### src/rtl/frame_sync_ctrl.sv
// frame_sync_ctrl: hunt/verify/lock/flywheel frame synchroniser.
// Consumes stream bytes plus per-byte header-hit pulses from the header
// detector. Once locked, it forwards the fixed-length payload of each frame
// with start/end markers and counts delivered frames.
// Optional build macro FRAME_SYNC_STATS_EN adds lol_cnt, a saturating count
// of lock-loss events.
// Handshake: din is consumed in every cycle where din_vld=1; there is no
// back-pressure. pld_data is meaningful only in cycles where pld_vld=1.
module frame_sync_ctrl #(
   parameter int FRAME_LEN = 8,
   parameter int HDR_LEN   = 2,
   parameter int LOCK_CNT  = 3,
   parameter int MISS_CNT  = 2
) (
   input  logic        clk,
   input  logic        rst_n,
   input  logic [7:0]  din,
   input  logic        din_vld,
   input  logic        hdr_hit,
   output logic [1:0]  state,
   output logic        lock,
   output logic        pld_vld,
   output logic [7:0]  pld_data,
   output logic        pld_sof,
   output logic        pld_eof,
   output logic        err_miss,
   output logic [15:0] frame_cnt
`ifdef FRAME_SYNC_STATS_EN
   ,
   output logic [7:0]  lol_cnt
`endif
);

   localparam int PERIOD = FRAME_LEN + HDR_LEN;
   localparam int PW     = (PERIOD > 1) ? $clog2(PERIOD) : 1;
   localparam int GW     = $clog2(LOCK_CNT + 1);
   localparam int MW     = $clog2(MISS_CNT + 1);

   localparam logic [PW-1:0] CHK_IDX  = PW'(PERIOD - 1);
   localparam logic [PW-1:0] LAST_PLD = PW'(FRAME_LEN - 1);
   localparam logic [PW-1:0] PLD_END  = PW'(FRAME_LEN);
   localparam logic [GW-1:0] LOCK_V   = GW'(LOCK_CNT);
   localparam logic [MW-1:0] MISS_V   = MW'(MISS_CNT);

   typedef enum logic [1:0] {
      ST_HUNT   = 2'd0,
      ST_VERIFY = 2'd1,
      ST_LOCK   = 2'd2,
      ST_FLY    = 2'd3
   } state_t;

   state_t        r_state;
   logic [PW-1:0] r_pos;
   logic [GW-1:0] r_good;
   logic [MW-1:0] r_miss;
   logic          r_lock;
   logic          r_pld_vld;
   logic [7:0]    r_pld_data;
   logic          r_pld_sof;
   logic          r_pld_eof;
   logic          r_err_miss;
   logic [15:0]   r_frame_cnt;

   state_t        w_state_nxt;
   logic [PW-1:0] w_pos_nxt;
   logic [GW-1:0] w_good_nxt;
   logic [MW-1:0] w_miss_nxt;
   logic          w_err;
   logic          w_fwd;
   logic          w_chk;
   logic          w_locked;
   logic [GW-1:0] w_good_inc;
   logic [MW-1:0] w_miss_inc;

   assign w_chk      = (r_pos == CHK_IDX);
   assign w_locked   = (r_state == ST_LOCK) || (r_state == ST_FLY);
   assign w_good_inc = r_good + GW'(1);
   assign w_miss_inc = r_miss + MW'(1);

   // Next-state, byte position, header counters and forward decision per valid byte.
   always_comb begin
      w_state_nxt = r_state;
      w_pos_nxt   = r_pos;
      w_good_nxt  = r_good;
      w_miss_nxt  = r_miss;
      w_err       = 1'b0;
      w_fwd       = 1'b0;
      if (din_vld) begin
         // Payload is forwarded based on the state before this byte, so a
         // lock gained on a header byte starts delivery at the next frame.
         w_fwd     = w_locked && (r_pos < PLD_END);
         // The check byte always wraps the position: phase is preserved
         // regardless of whether the header was seen.
         w_pos_nxt = w_chk ? '0 : r_pos + PW'(1);
         case (r_state)
            ST_HUNT: begin
               w_pos_nxt = '0;
               if (hdr_hit) begin
                  w_good_nxt  = GW'(1);
                  w_state_nxt = (LOCK_CNT <= 1) ? ST_LOCK : ST_VERIFY;
               end
            end
            ST_VERIFY: begin
               if (w_chk) begin
                  if (hdr_hit) begin
                     w_good_nxt = w_good_inc;
                     if (w_good_inc >= LOCK_V) w_state_nxt = ST_LOCK;
                  end else begin
                     w_state_nxt = ST_HUNT;
                  end
               end else if (hdr_hit) begin
                  // Off-phase header: adopt the new phase and restart counting.
                  w_good_nxt = GW'(1);
                  w_pos_nxt  = '0;
               end
            end
            ST_LOCK: begin
               if (w_chk && !hdr_hit) begin
                  w_err       = 1'b1;
                  w_miss_nxt  = MW'(1);
                  w_state_nxt = (MISS_CNT <= 1) ? ST_HUNT : ST_FLY;
               end
            end
            default: begin
               if (w_chk) begin
                  if (hdr_hit) begin
                     w_state_nxt = ST_LOCK;
                     w_miss_nxt  = '0;
                  end else begin
                     w_err      = 1'b1;
                     w_miss_nxt = w_miss_inc;
                     if (w_miss_inc >= MISS_V) w_state_nxt = ST_HUNT;
                  end
               end
            end
         endcase
      end
   end

   // FSM state and position/good/miss counters.
   always_ff @(posedge clk or negedge rst_n) begin
      if (!rst_n) begin
         r_state <= ST_HUNT;
         r_pos   <= '0;
         r_good  <= '0;
         r_miss  <= '0;
      end else begin
         r_state <= w_state_nxt;
         r_pos   <= w_pos_nxt;
         r_good  <= w_good_nxt;
         r_miss  <= w_miss_nxt;
      end
   end

   // Registered outputs: lock flag, payload stream, miss pulse and frame counter.
   always_ff @(posedge clk or negedge rst_n) begin
      if (!rst_n) begin
         r_lock      <= 1'b0;
         r_pld_vld   <= 1'b0;
         r_pld_data  <= '0;
         r_pld_sof   <= 1'b0;
         r_pld_eof   <= 1'b0;
         r_err_miss  <= 1'b0;
         r_frame_cnt <= '0;
      end else begin
         r_lock     <= (w_state_nxt == ST_LOCK) || (w_state_nxt == ST_FLY);
         r_pld_vld  <= w_fwd;
         r_pld_sof  <= w_fwd && (r_pos == '0);
         r_pld_eof  <= w_fwd && (r_pos == LAST_PLD);
         r_err_miss <= w_err;
         if (w_fwd) r_pld_data <= din;
         if (w_fwd && (r_pos == LAST_PLD)) r_frame_cnt <= r_frame_cnt + 16'd1;
      end
   end

`ifdef FRAME_SYNC_STATS_EN
   logic [7:0] r_lol_cnt;
   logic       w_lol;

   assign w_lol = din_vld && w_locked && (w_state_nxt == ST_HUNT);

   // Saturating count of lock-loss events.
   always_ff @(posedge clk or negedge rst_n) begin
      if (!rst_n) begin
         r_lol_cnt <= '0;
      end else if (w_lol && (r_lol_cnt != 8'hFF)) begin
         r_lol_cnt <= r_lol_cnt + 8'd1;
      end
   end

   assign lol_cnt = r_lol_cnt;
`endif

   assign state     = r_state;
   assign lock      = r_lock;
   assign pld_vld   = r_pld_vld;
   assign pld_data  = r_pld_data;
   assign pld_sof   = r_pld_sof;
   assign pld_eof   = r_pld_eof;
   assign err_miss  = r_err_miss;
   assign frame_cnt = r_frame_cnt;

endmodule

### config.mk
export PLATFORM = sky130hd
export DESIGN_NAME = frame_sync_ctrl
export DESIGN_NICKNAME = d
export VERILOG_FILES = /design/src/rtl/frame_sync_ctrl.sv
export SDC_FILE = /design/constraint.sdc
export NUM_CORES = 1
export LEC_CHECK = 0
export CELL_PAD_IN_SITES_DETAIL_PLACEMENT = 1
export CELL_PAD_IN_SITES_GLOBAL_PLACEMENT = 1
export CORE_MARGIN = 2
export CORE_UTILIZATION = 34
export CTS_CLUSTER_DIAMETER = 40
export DETAILED_ROUTE_END_ITERATION = 8
export HOLD_SLACK_MARGIN = 0.08
export MAX_ROUTING_LAYER = met4
export PLACE_DENSITY_LB_ADDON = 0.15
export SETUP_SLACK_MARGIN = 0.02
export SLEW_MARGIN = 0
export SYNTH_ARGS = -nofsm -noshare
export SYNTH_HDL_FRONTEND = slang
export SYNTH_SLANG_ARGS = --single-unit
### constraint.sdc
create_clock -name clk -period 1.6 [get_ports clk]
set_clock_uncertainty 0.2 [all_clocks]
set_input_delay 0.32 -clock clk [delete_from_list [all_inputs] [get_ports clk]]
set_output_delay 0.32 -clock clk [all_outputs]
set_load 0.1 [all_outputs]
======== Yosys cells after proc, flatten, opt, wreduce, memory -nomap -nowiden ========
Cells that the tools add are included.
cells by class
  $add $sub $neg .......................... 4
  magnitude comparators ................... 3
  equality and inequality tests ........... 9
  mux-type cells .......................... 28
  bitwise gates (word level) .............. 1
  reduce and logical (&&, ||, !) cells .... 14
operator list
  operator                 number
  $mux W2                  15
  $add A16 B1 Y16 const B  1
  $mux W4                  3
  $eq A2 B2 Y1 const B     4
  $pmux W2 S2              2
  $pmux W4 S2              1
  $pmux W2 S3              1
  $mux W1                  5
  $add A2 B1 Y2 const B    2
  $add A4 B1 Y4 const B    1
  $eq A4 B3 Y1 const B     1
  $eq A4 B4 Y1 const B     1
  $ge A2 B2 Y1 const B     2
  $logic_and A1 B1 Y1      4
  $logic_not A4 Y1         1
  $lt A4 B4 Y1 const B     1
  $reduce_and A4 Y1        1
  $reduce_bool A2 Y1       2
  $ne A3 B3 Y1 const B     1
  $reduce_and A3 Y1        1
  $eq A2 B1 Y1 const B     1
  $logic_not A2 Y1         1
  $logic_or A1 B1 Y1       2
  $ne A2 B1 Y1 const B     1
  4 further kinds          4
storage, ports and cells
  flip-flop bits (word level) ............. 39
  output and inout bits ................... 31
  logic and storage cells ................. 70

======== Depth between registers and ports, before layout ========
  depth in word-level cells ............... 9
  gate-level depth with buffers ........... 7
  gate-level depth less buffers ........... 6

======== Worst setup path after synthesis ========
OpenSTA, ideal clock, no wires.
  path type ............................... register -> register
  start point ............................. register r_frame_cnt[0] (netlist: frame_cnt[0])
  end point ............................... register r_frame_cnt[10] (netlist: frame_cnt[10])
  library setup time ...................... 0.163 ns
  arrival ................................. 2.015 ns
  required time ........................... 1.237 ns
  setup slack ............................. -0.778 ns
  cell stages (with the launch flop) ...... 6
  clock period less this slack ............ 2.378 ns
  cells stage by stage .................... dfrtp_1 -> ha_1 -> nand4_1 -> nor3_1 -> and4_1 -> xor2_1
between the ends
  longest elaborated chain between the ends .. 1
RTL lines
  what                      RTL line  RTL
  start: declaration        62        logic [15:0] r_frame_cnt;
  start signal: assignment  172       if (w_fwd && (r_pos == LAST_PLD)) r_frame_cnt <= r_frame_cnt + 16'd1;
  $add A16 B1 Y16           172
No other way between the ends.
A chain may end at the register's enable or synchronous reset.

======== Worst setup path after layout ========
  start point ............................. register r_pos[0]
  end point ............................... register r_frame_cnt[10] (netlist: frame_cnt[10])
between the ends
  longest elaborated chain between the ends .. 4
  elaborated cells between the ends (all ways) .. 5
RTL lines
  what                      RTL line  RTL
  start: declaration        53        logic [PW-1:0] r_pos;
  start signal: assignment  149       r_pos <= w_pos_nxt;
  $lt A4 B4 Y1              91        w_fwd = w_locked && (r_pos < PLD_END);
  $logic_and A1 B1 Y1       91
  $mux W1                   88        if (din_vld) begin
  $logic_and A1 B1 Y1 *     172
Every way passes the cells marked *; elsewhere a longest branch is shown, timed or not.

==> flow_summary.toml <==
[floorplanning]
rows = 26
dieArea_sq_um = 5890
fp.dieH_um = 76.7
start_util = 0.352
coreArea_sq_um = 5110
fp.dieW_um = 76.7
ioPinCount = 43

[global_route]
grt_pass1_vias = 1952
grt_max_degree = 24
antenna_found_initial = 0
track_usage = 0.227
grt_pass1_wl_um = 10100
grt_overflow_total = 0

[final_layout]
layout.cells.non_filler = 338
drive_gt1_frac = 0.519
fill_cells = 526
final_util = 0.663
diodes = 0
fin_area_sq_um = 3390
syn_to_final_growth_pct = 88.4
nets = 284

[route]
drc = 0
vias = 1730
viasPerCell = 5.12
final_antenna_net_count = 0
drt_iter0_markers = 47
first_pass_iters = 4
wl_per_cell_um = 21.0
drt_wl_total_um = 7090

[synth]
netlist_area_sq_um = 1800
avgSynthCellArea_sq_um = 10.6
syn_nets = 187
synth_cell_types = 36
ys_warn_count = 0
ys_seq_area_frac = 0.543
ys_ff_latch = 39
netlist_instances = 170

[sta]
layout_min_cycle_time_ns = 1.87
tightest_slew_ns = 0.522
layout_setup_ws_ns = -0.267
tns_ns = -3.90
relSlewSlack = 0.652
period_share = 1.17
fmax_mhz = 536
rsz0062_at_grt = "true"
setup_viol_count_final = 34
drv_slew = 0
hold_viol_final = 0

[place]
dp_slack_ns = -0.478
portBuffers = 42
place_area_sq_um = 2880
gp_congestion = 0.819
dp.cells = 303
hpwl_um = 3940

[outcome]
violations = "negative setup slack"
outcome = "complete, but fails checks"

[clock_tree]
numClockSinks = 39
clockBufferDepth = 2
cts_made_buffers = 5
cts_tree = "yes"
clock_latency_ns = 0.31
htreeDepth = 2
cts.clk_slew.worst_paths_ns = 0.10
cts-root-buf = "clkbuf_8"

[critical_path]
path_max_fanout = 2
worstPathArrival_ns = 1.88
r2r_setup_slack_ns = -0.27
timing.rr.end = "frame_cnt[10]"
reg2reg_from = "r_pos[0]"
endpoint = "frame_cnt[10]"
crit_path_end_kind = "flop"
critPathKind = "flop to flop"
cp.required_ns = 1.61
startpoint = "r_pos[0]"
cp-start-kind = "flop"
r2r.worst_path.cells = 6

[min_path]
hp-class = "primary input to async pin"

[pwr]
cellPowerDensity_nw_per_um2 = 659
pwr-share-comb = 0.211
vdd_drop_max_v = 0.000410
switching_share = 0.307
leakage_nw = 1.60
p_seq_frac = 0.478
clockPowerShare = 0.311
p_int_mw = 1.55
power_switching_mw = 0.686

[job]
cap_violations = 0
through the flow:
| stage | hold slack, ns | total power, mW |
|---|---|---|
| floorplan | -0.176 | 1.23 |
| global placement | 0.0712 | 1.39 |
| detailed placement | 0.0745 | 1.42 |
| CTS | 0.291 | 2.14 |
| global route | 0.296 | 2.34 |
| finish | 0.265 | 2.23 |
flip-flops by register name (all words and copies together) (netlist names):
name	cells
pld_data	8
frame_cnt	16
pld_sof	1
err_miss	1
pld_eof	1
r_good	2
r_miss	2
state	2
lock	1
pld_vld	1
r_pos	4
cells in the mapped netlist, drive strengths merged:
cell type | count | share of area
o31ai | 1 | 0.0042
buf | 1 | 0.0028
a21oi | 3 | 0.0083
nand2 | 37 | 0.077
and3b | 1 | 0.0049
clkbuf | 4 | 0.0083
nor2b | 1 | 0.0035
nand3 | 8 | 0.029
nand4b | 1 | 0.0049
inv | 7 | 0.016
ha | 5 | 0.035
nor4 | 3 | 0.027
nand2b | 2 | 0.0070
nor3 | 5 | 0.014
nor2 | 6 | 0.013
and4 | 1 | 0.0049
a21o | 2 | 0.0083
o22a | 1 | 0.0049
a41oi | 1 | 0.0049
dfrtp | 39 | 0.54
o21bai | 1 | 0.0042
nand3b | 2 | 0.015
o2111ai | 1 | 0.0049
mux2i | 1 | 0.0056
xor2 | 6 | 0.029
nand4 | 8 | 0.028
nor3b | 2 | 0.0083
a22o | 1 | 0.0049
xnor2 | 10 | 0.049
o21ai | 5 | 0.014
o22ai | 3 | 0.010
mux2 | 1 | 0.0063
kinds of logic (layout without fill, tap and decap cells):
| kind of cell | count (synthesis) | in the layout | synth area share |
|---|---|---|---|
| AND/OR/NAND/NOR | 77 | 77 | 0.237 |
| flip-flops | 39 | 39 | 0.543 |
| AO/OA/AOI/OAI | 19 | 19 | 0.0689 |
| XOR/XNOR | 16 | 16 | 0.0779 |
| buffers and inverters | 12 | 110 | 0.0271 |
| adder cells (fa/ha/maj) | 5 | 5 | 0.0348 |
| multiplexers | 2 | 2 | 0.0118 |
worst min-delay path by stage:
stage | slack [ns] | depth (start not counted) | to
after floorplan | -0.18 | 0 | err_miss
after global placement | 0.07 | 1 | frame_cnt[2]
after detailed placement | 0.07 | 1 | frame_cnt[2]
after CTS | 0.29 | 2 | frame_cnt[2]
after global routing | 0.30 | 2 | frame_cnt[2]
final | 0.27 | 2 | frame_cnt[2]
cell usage in the layout, fill, tap and decap left out, types with 3 or more instances in the layout:
cell	instances
ha_4	3
clkdlybuf4s50_1	9
nor3_4	3
buf_4	36
buf_6	13
nand2_2	3
inv_1	4
dfrtp_1	24
nor4_4	3
clkbuf_8	5
nor2_1	5
buf_12	34
xnor2_1	9
dfrtp_4	9
nand2_1	34
nand4_1	8
dfrtp_2	6
xor2_1	6
nand3_1	5
power by group through the flow:
stage	clock network (mW)	registers, mW	logic, mW
floorplan	0	1.13	0.0971
global route	0.769	1.07	0.498
CTS	0.674	1.06	0.409
global placement	0	1.07	0.320
finish	0.695	1.07	0.470
detailed placement	0	1.08	0.340
timing repair:
| item | 4_1_cts | 5_1_grt |
|---|---|---|
| endpoints found under the setup margin | 32 | 35 |
| hold buffers | 1 | 0 |
| endpoints found under the hold margin | 16 | 0 |
| setup buffers | 17 | 9 |
| gates cloned | 0 | 0 |
| gates resized for setup | 35 | 13 |
| pin swaps | 22 | 21 |
metal layers:
| metal | part of all wire | GRT usage | wire length (um) | vias to the layer above |
|---|---|---|---|---|
| met5 | 0 | - | 0 | - |
| met2 | 0.54 | 0.411 | 3860 | 59 |
| li1 | - | - | - | 776 |
| met1 | 0.39 | 0.253 | 2740 | 877 |
| met4 | 0.031 | 0.0836 | 217 | 0 |
| met3 | 0.039 | 0.0341 | 275 | 18 |
critical path, stage by stage (launching register included):
cell	delay [ns]
dfrtp_1	0.40
ha_4	0.17
nand4_1	0.22
buf_4	0.23
nor3_4	0.17
and4_1	0.24
xor2_1	0.16
final cells by class:
cell class,count,area (sq um),share of cell area
Sequential cell,39,1020,0.300
Clock inverter,2,12.5,0.00369
Multi-Input combinational cell,119,951,0.281
Tap cell,70,87.6,0.0258
Clock buffer,6,72.6,0.0214
Inverter,7,36.3,0.0107
Timing Repair Buffer,95,1210,0.357
No activity file was read; power rests on OpenSTA's default activity.
